<file path="config.mk">
export PLATFORM = sky130hd
export DESIGN_NAME = bwe_train_probe
export DESIGN_NICKNAME = d
export VERILOG_FILES = /design/src/rtl/bwe_train_probe.sv
export SDC_FILE = /design/constraint.sdc
export NUM_CORES = 1
export LEC_CHECK = 0
export CAP_MARGIN = 20
export CORE_MARGIN = 1
export CORE_UTILIZATION = 45
export CTS_CLUSTER_DIAMETER = 50
export DETAILED_ROUTE_END_ITERATION = 6
export PLACE_DENSITY = 0.64
export SLEW_MARGIN = 15
export SYNTH_ARGS = -nofsm -noshare
export SYNTH_HDL_FRONTEND = slang
export SYNTH_SLANG_ARGS = --single-unit
</file>
<file path="constraint.sdc">
create_clock -name clk -period 8.8 [get_ports clk]
set_input_delay 1.76 -clock clk [delete_from_list [all_inputs] [get_ports clk]]
set_output_delay 1.76 -clock clk [all_outputs]
set_load 0.01 [all_outputs]
</file>
<file path="src/rtl/bwe_train_probe.sv">
// Bandwidth-estimation probe-train monitor.
// Measures the receive-side inter-packet delays (IPDs) of one probe train per
// run. It reports min/max/sum of the IPDs, how many were at/above versus below
// the sender IPD, and a congestion verdict. A lost-packet timeout ends a run
// early when the next packet never arrives.
module bwe_train_probe #(
    parameter int TIMER_W  = 16,
    parameter int MAX_PKTS = 8,
    parameter int PKT_W    = $clog2(MAX_PKTS + 1),
    parameter int SUM_W    = TIMER_W + PKT_W
) (
    input  logic               clk,
    input  logic               rst,
    input  logic               start,
    input  logic [TIMER_W-1:0] cfg_sender_ipd,
    input  logic [PKT_W-1:0]   cfg_train_len,
    input  logic [TIMER_W-1:0] cfg_timeout,
    input  logic [PKT_W-1:0]   cfg_cong_thresh,
    input  logic               pkt_arrival,
    output logic               busy,
    output logic               done,
    output logic               timed_out,
    output logic [PKT_W-1:0]   ge_count,
    output logic [PKT_W-1:0]   lt_count,
    output logic [TIMER_W-1:0] ipd_min,
    output logic [TIMER_W-1:0] ipd_max,
    output logic [SUM_W-1:0]   ipd_sum,
    output logic               congested
);

    localparam logic [1:0] S_IDLE       = 2'd0;
    localparam logic [1:0] S_WAIT_FIRST = 2'd1;
    localparam logic [1:0] S_MEASURE    = 2'd2;
    localparam logic [1:0] S_DONE       = 2'd3;

    localparam logic [PKT_W-1:0]   MAX_LEN  = PKT_W'(MAX_PKTS);
    localparam logic [PKT_W-1:0]   ONE_PKT  = PKT_W'(1);
    localparam logic [TIMER_W-1:0] TIMER_ONE = TIMER_W'(1);

    // The timer must not wrap: a wrapped value would look like a short IPD.
    function automatic logic [TIMER_W-1:0] sat_inc(input logic [TIMER_W-1:0] v);
        logic [TIMER_W-1:0] r;
        if (v == {TIMER_W{1'b1}}) begin
            r = v;
        end else begin
            r = v + TIMER_ONE;
        end
        return r;
    endfunction

    // Over-long trains are clamped so the counters can never exceed MAX_PKTS.
    function automatic logic [PKT_W-1:0] clamp_len(input logic [PKT_W-1:0] v);
        logic [PKT_W-1:0] r;
        if (v > MAX_LEN) begin
            r = MAX_LEN;
        end else begin
            r = v;
        end
        return r;
    endfunction

    logic [1:0]         state;
    logic [1:0]         state_next;

    logic [TIMER_W-1:0] sender_ipd_q;
    logic [TIMER_W-1:0] timeout_q;
    logic [PKT_W-1:0]   train_len_q;
    logic [PKT_W-1:0]   thresh_q;

    logic [TIMER_W-1:0] timer;
    logic [PKT_W-1:0]   pkt_cnt;

    logic               accept_start;
    logic               first_arr;
    logic               first_only;
    logic               meas_arr;
    logic               meas_last;
    logic               meas_tmo;
    logic               enter_done;
    logic               sample_ge;
    logic               timeout_hit;
    logic [PKT_W-1:0]   pkt_cnt_inc;
    logic [PKT_W-1:0]   ge_final;

    // Decode the events that drive the FSM and the result datapath.
    always_comb begin
        accept_start = (state == S_IDLE) && start;
        first_arr    = (state == S_WAIT_FIRST) && pkt_arrival;
        first_only   = first_arr && (train_len_q <= ONE_PKT);
        meas_arr     = (state == S_MEASURE) && pkt_arrival;
        pkt_cnt_inc  = pkt_cnt + ONE_PKT;
        meas_last    = meas_arr && (pkt_cnt_inc == train_len_q);
        timeout_hit  = (timeout_q != '0) && (timer == timeout_q);
        meas_tmo     = (state == S_MEASURE) && !pkt_arrival && timeout_hit;
        enter_done   = first_only || meas_last || meas_tmo;
        sample_ge    = (timer >= sender_ipd_q);
        ge_final     = (meas_arr && sample_ge) ? (ge_count + ONE_PKT) : ge_count;
    end

    // Next-state logic; an arrival outranks a coincident timeout.
    always_comb begin
        state_next = state;
        case (state)
            S_IDLE: begin
                if (start) begin
                    state_next = S_WAIT_FIRST;
                end
            end
            S_WAIT_FIRST: begin
                if (pkt_arrival) begin
                    state_next = first_only ? S_DONE : S_MEASURE;
                end
            end
            S_MEASURE: begin
                if (meas_last || meas_tmo) begin
                    state_next = S_DONE;
                end
            end
            S_DONE: begin
                state_next = S_IDLE;
            end
            default: begin
                state_next = S_IDLE;
            end
        endcase
    end

    // State register.
    always_ff @(posedge clk) begin
        if (rst) begin
            state <= S_IDLE;
        end else begin
            state <= state_next;
        end
    end

    // Per-run configuration, captured only when a start is accepted.
    always_ff @(posedge clk) begin
        if (rst) begin
            sender_ipd_q <= '0;
            timeout_q    <= '0;
            train_len_q  <= '0;
            thresh_q     <= '0;
        end else if (accept_start) begin
            sender_ipd_q <= cfg_sender_ipd;
            timeout_q    <= cfg_timeout;
            train_len_q  <= clamp_len(cfg_train_len);
            thresh_q     <= cfg_cong_thresh;
        end
    end

    // IPD timer and packet counter: the timer reads k on an arrival k cycles
    // after the previous one, so it reloads 1 on every accepted arrival.
    always_ff @(posedge clk) begin
        if (rst) begin
            timer   <= '0;
            pkt_cnt <= '0;
        end else if (accept_start) begin
            timer   <= '0;
            pkt_cnt <= '0;
        end else if (first_arr && !first_only) begin
            timer   <= TIMER_ONE;
            pkt_cnt <= ONE_PKT;
        end else if (meas_arr) begin
            timer   <= TIMER_ONE;
            pkt_cnt <= pkt_cnt_inc;
        end else if (state == S_MEASURE) begin
            timer   <= sat_inc(timer);
        end
    end

    // IPD statistics; cleared on start and held after the run until the next start.
    always_ff @(posedge clk) begin
        if (rst || accept_start) begin
            ge_count <= '0;
            lt_count <= '0;
            ipd_min  <= '1;
            ipd_max  <= '0;
            ipd_sum  <= '0;
        end else if (meas_arr) begin
            if (sample_ge) begin
                ge_count <= ge_count + ONE_PKT;
            end else begin
                lt_count <= lt_count + ONE_PKT;
            end
            if (timer < ipd_min) begin
                ipd_min <= timer;
            end
            if (timer > ipd_max) begin
                ipd_max <= timer;
            end
            ipd_sum <= ipd_sum + SUM_W'(timer);
        end
    end

    // Run-end flags, registered on entry to DONE so they are valid with the done pulse.
    always_ff @(posedge clk) begin
        if (rst) begin
            done      <= 1'b0;
            timed_out <= 1'b0;
            congested <= 1'b0;
        end else begin
            done <= enter_done;
            if (accept_start) begin
                timed_out <= 1'b0;
                congested <= 1'b0;
            end else if (enter_done) begin
                timed_out <= meas_tmo;
                congested <= (ge_final >= thresh_q);
            end
        end
    end

    assign busy = (state == S_WAIT_FIRST) || (state == S_MEASURE);

endmodule

</file>
==> results.txt <==
* Status: finished, final reports clean
* Gate Count Post-Synth: 949
- Critical register-to-register path endpoint: congested$_SDFFE_PP0P_
- Hold Path Class: reg2reg
* Final Skew: 7.15 ps
* Count of nets after finishing: 1154
* Quantity of hold-fixing buffers added after cts: 0
- Number of maximum-capacitance violations: 0
- Summed over its instances, the top area cell type makes up 33.1% of the synthesized netlist area.
* Fill cells: 1600
* Clock group share of total power: 39.5%
- Fraction of power spent switching nets: 31.6%
* Count of cell types in the netlist: 64
- Design internal power: 1.27 mW
- Pin placement for this block handled 108 I/O pins.
- Combinational share of power: 24.7%
- Post-cts sizing count: 0
- For this design the ratio of total power to cell area is 199 nW/um^2.
* Final setup violation count: 0
- The initialized floorplan defines 47 standard-cell rows.
- Post-synthesis cell area: 7550 sq um
* I/O Buffers: 107
- After clock tree synthesis, the clock-pin slew on the worst setup and hold paths is 60 ps.
- Walking the worst path, the cells encountered are clkdlybuf4s50_1 > nand2_1 > buf_4 > a21oi_1 > mux2_2 > ha_1 > a21o_1 > a21o_1 > a21oi_1 > o21ai_0 > o311a_1.
- The later pin in the worst-skew pair is clocked with a latency of 420 ps.
* Antenna-violating nets left: 0
* DRT Wirelength: 19.7 mm
- EDFF count, synth: 0
* Capturing instance or port of the critical path: congested$_SDFFE_PP0P_
- In this run, the number of DRC markers left after iteration 0 of detailed routing was 344.
- Vias per Instance: 5.39
- Number of detailed-route iterations in the first pass: 5
- The worst path needs 4160 ps of the cycle, external delays included.
* TritonCTS Buffers: 17
- Detailed-route via count: 6826
- Setup total negative slack on the finished layout was measured at 0 ps.
- RR Startpoint: timer[8]$_SDFFE_PP0P_
- For this design, the slowest cell found on the critical path is sky130_fd_sc_hd__clkdlybuf4s50_1.
- STA puts the critical path data required time at 9110 ps.
- Per report_power, the sequential group accounts for 35.9% of the total.
- The max-slew violation count is 0.
- Static leakage: 3.71 nW
- Averaged over all synthesized cells, the footprint is 7.96 sq um.
* Number of buffers added for setup after CTS: 0
- The number of hold-slack violations in the final timing report was 0.
- The worst setup path is captured at a flop.
- Critical Path Source Type: input pin
- Part of the cycle the worst path needs: 47.3%
- In this run the tightest slew margin relative to its limit is 30.0%.
- The post-route netlist has 5.35% of its cells at a drive strength greater than 1.
* Post-route worst setup slack: 4640 ps
- Number of remaining DRC errors: 0
- Maximum ir drop on the vdd rail: 0.157 mV
* Largest cells by area after synthesis: sky130_fd_sc_hd__dfxtp_1 (33%), sky130_fd_sc_hd__ha_1 (13%), sky130_fd_sc_hd__a21oi_1 (6.8%)
- Tracing the worst setup path back leads to its startpoint at pkt_arrival.
- CTS root buffer: sky130_fd_sc_hd__clkbuf_16
* Register area: 2500 sq um
* Synthesized Nets: 1070
- Horizontal die dimension: 132 um
- Area growth syn-to-layout: 24.1%
- Worst slack at placement: 4240 ps
* Average detailed-routed wire length per instance: 15.5 um
- Setup Crit Path Kind: in2reg
- Yosys reg bits: 125
- In the post-synthesis netlist, the cell with the most instances is sky130_fd_sc_hd__dfxtp_1.
- Critical Path Max Stage Delay: 610 ps
- Antenna diode instance count: 0
- The region available for standard cell placement spans 16500 sq um.
- Commonest cells in the netlist: sky130_fd_sc_hd__dfxtp_1 (125), sky130_fd_sc_hd__nand2_1 (124), sky130_fd_sc_hd__a21oi_1 (102)
- Max FO, Critical Path: 39
- Counting along the longest clock path gives a buffer depth of 2.
- Once the floorplan was initialized, standard cells occupied 45.9% of the core.
- Worst-case register-to-register setup slack: 4990 ps
- Switching power summed over all nets: 589 uW
* Combined area of the multi-input logic cells: 4600 sq um
- After synthesis, the share of flip-flops with an asynchronous set or reset is 0%.
- Derived from the worst setup path, the maximum achievable clock frequency is 240 MHz.
- For this run, the number of Yosys warnings is 0.
- The worst register-to-register path has a depth of 13.
- Most used flip-flop cell after synthesis: sky130_fd_sc_hd__dfxtp_1
* Total track usage: 23.4%
- Deepest level of the CTS H-tree: 4
* Register area share after synthesis: 33.1%
- Worst endpoint data arrival time: 4470 ps
- Die outline height: 132 um
- The biggest area contributor in the post-synthesis netlist is sky130_fd_sc_hd__dfxtp_1.
- Slew at the pin closest to its max-slew limit: 1040 ps
- Final Wtd Congestion: 0.820
- The initial antenna violation count was 0.
- Global route total overflow: 0
- TritonCTS built the clock tree.
- Vias in the first global route: 6389
* Wire length of the first global-routing pass: 32.5 mm
* Total die area: 17300 sq um
* Largest net degree at the start of global routing: 49
- Clock net sink count: 125
- The wire-length estimate of the detail-placed layout is 13.4 mm.
- Unrepaired setup endpoints after global routing: false
power by group through the flow:
stage	logic [mW]	clock network [mW]	registers, mW
global route	0.513	0.770	0.675
finish	0.460	0.735	0.668
floorplan	0.323	0	0.670
detailed placement	0.458	0	0.680
global placement	0.450	0	0.679
CTS	0.462	0.744	0.668
registers in the layout, summed over array words and instances, names as in the netlist:
register and flops:
congested 1, done 1, ge_count 4, ipd_max 16, ipd_min 16, ipd_sum 20
lt_count 4, pkt_cnt 4, sender_ipd_q 16, state 2, thresh_q 4, timed_out 1
timeout_q 16, timer 16, train_len_q 4
how the worst min path moves through the flow:
stage	start	end	slack, ps	cells past startpoint
finish	sender_ipd_q[12]$_SDFFE_PP0P_	sender_ipd_q[12]$_SDFFE_PP0P_	450	2
global route	sender_ipd_q[3]$_SDFFE_PP0P_	sender_ipd_q[3]$_SDFFE_PP0P_	470	2
CTS	sender_ipd_q[10]$_SDFFE_PP0P_	sender_ipd_q[10]$_SDFFE_PP0P_	450	2
detailed placement	sender_ipd_q[10]$_SDFFE_PP0P_	sender_ipd_q[10]$_SDFFE_PP0P_	450	2
global placement	sender_ipd_q[11]$_SDFFE_PP0P_	sender_ipd_q[11]$_SDFFE_PP0P_	440	2
floorplan	sender_ipd_q[10]$_SDFFE_PP0P_	sender_ipd_q[10]$_SDFFE_PP0P_	440	2
critical path: cells and delay by family:
kind                       cells  cell delay, ps
muxes                          1             390
and+or+nand+nor                1              80
buffers and inverters          2             870
AOI/OAI and AO/OA              6            1070
adders and majority gates      1             260
stage by stage:
stage	hold slack (ps)	power (mW)	instance area, sq um	cells	utilization [%]
5_1_grt	465	1.96	9370	1266	56.9
3_3_place_gp	445	1.13	8750	1234	53.1
2_1_floorplan	436	0.993	7550	949	-
3_5_place_dp	447	1.14	8750	1234	53.1
4_1_cts	455	1.87	9370	1266	56.9
6_report	453	1.86	9370	1266	56.9
placed cells by master (no fill, tap or decap), types with 3 or more instances in the layout:
cell type,Yosys,layout
sky130_fd_sc_hd__ha_1,76,76
sky130_fd_sc_hd__o211ai_1,7,7
sky130_fd_sc_hd__nor2b_1,3,3
sky130_fd_sc_hd__and2_1,5,5
sky130_fd_sc_hd__nand2_1,124,124
sky130_fd_sc_hd__clkinv_2,0,3
sky130_fd_sc_hd__dfxtp_1,125,125
sky130_fd_sc_hd__o21a_1,6,6
sky130_fd_sc_hd__a21o_1,16,16
sky130_fd_sc_hd__nand2b_1,7,6
sky130_fd_sc_hd__clkinvlp_4,0,3
sky130_fd_sc_hd__nor4_1,12,12
sky130_fd_sc_hd__clkbuf_16,0,17
sky130_fd_sc_hd__a311oi_1,3,3
sky130_fd_sc_hd__xor2_1,14,14
sky130_fd_sc_hd__and3_1,5,5
sky130_fd_sc_hd__clkdlybuf4s50_1,0,107
sky130_fd_sc_hd__nand3_1,58,58
sky130_fd_sc_hd__a21oi_1,102,102
sky130_fd_sc_hd__a31oi_1,6,6
sky130_fd_sc_hd__xnor2_1,29,29
sky130_fd_sc_hd__nand4_1,19,19
sky130_fd_sc_hd__or4_1,3,3
sky130_fd_sc_hd__inv_1,62,62
sky130_fd_sc_hd__or3_1,12,12
sky130_fd_sc_hd__bufinv_16,0,3
sky130_fd_sc_hd__o21ai_1,3,3
sky130_fd_sc_hd__nor3_1,11,11
sky130_fd_sc_hd__mux2i_1,21,21
sky130_fd_sc_hd__clkbuf_8,0,4
sky130_fd_sc_hd__nand3b_1,4,4
sky130_fd_sc_hd__o31ai_1,5,5
sky130_fd_sc_hd__nor2_1,73,71
sky130_fd_sc_hd__a211oi_1,7,7
sky130_fd_sc_hd__o21ai_0,35,35
sky130_fd_sc_hd__buf_4,3,10
sky130_fd_sc_hd__o2111ai_1,5,5
cell families (layout without fill, tap and decap cells):
| group | Yosys count | count (layout) | share of synthesized area [%] |
|---|---|---|---|
| AO/OA/AOI/OAI | 218 | 218 | 17.9 |
| adder cells (fa/ha/maj) | 77 | 77 | 12.9 |
| buffers and inverters | 114 | 211 | 6.14 |
| multiplexers | 22 | 22 | 2.93 |
| flip-flops | 125 | 125 | 33.1 |
| AND/OR/NAND/NOR | 350 | 350 | 22.0 |
| XOR/XNOR | 43 | 43 | 4.99 |
per-layer routing:
| metal | vias to the layer above | share of wire (%) | routed length, um | track usage (%) |
|---|---|---|---|---|
| met5 | - | 0 | 0 | 0 |
| met3 | 21 | 3.7 | 731 | 4.13 |
| met4 | 0 | 1.8 | 357 | 8.72 |
| li1 | 3525 | - | - | - |
| met2 | 147 | 43 | 8540 | 35.9 |
| met1 | 3133 | 51 | 10000 | 32.6 |
area by class of cell:
cell class                 count  share of cell area [%]
timing repair buffer         117                    12.2
clock inverter                10                    1.46
inverter                      62                    2.48
multi-input combinational    710                    49.0
sequential                   125                    26.7
tap                          220                    2.94
clock buffer                  22                    5.17
No activity file was read; power rests on OpenSTA's default activity.
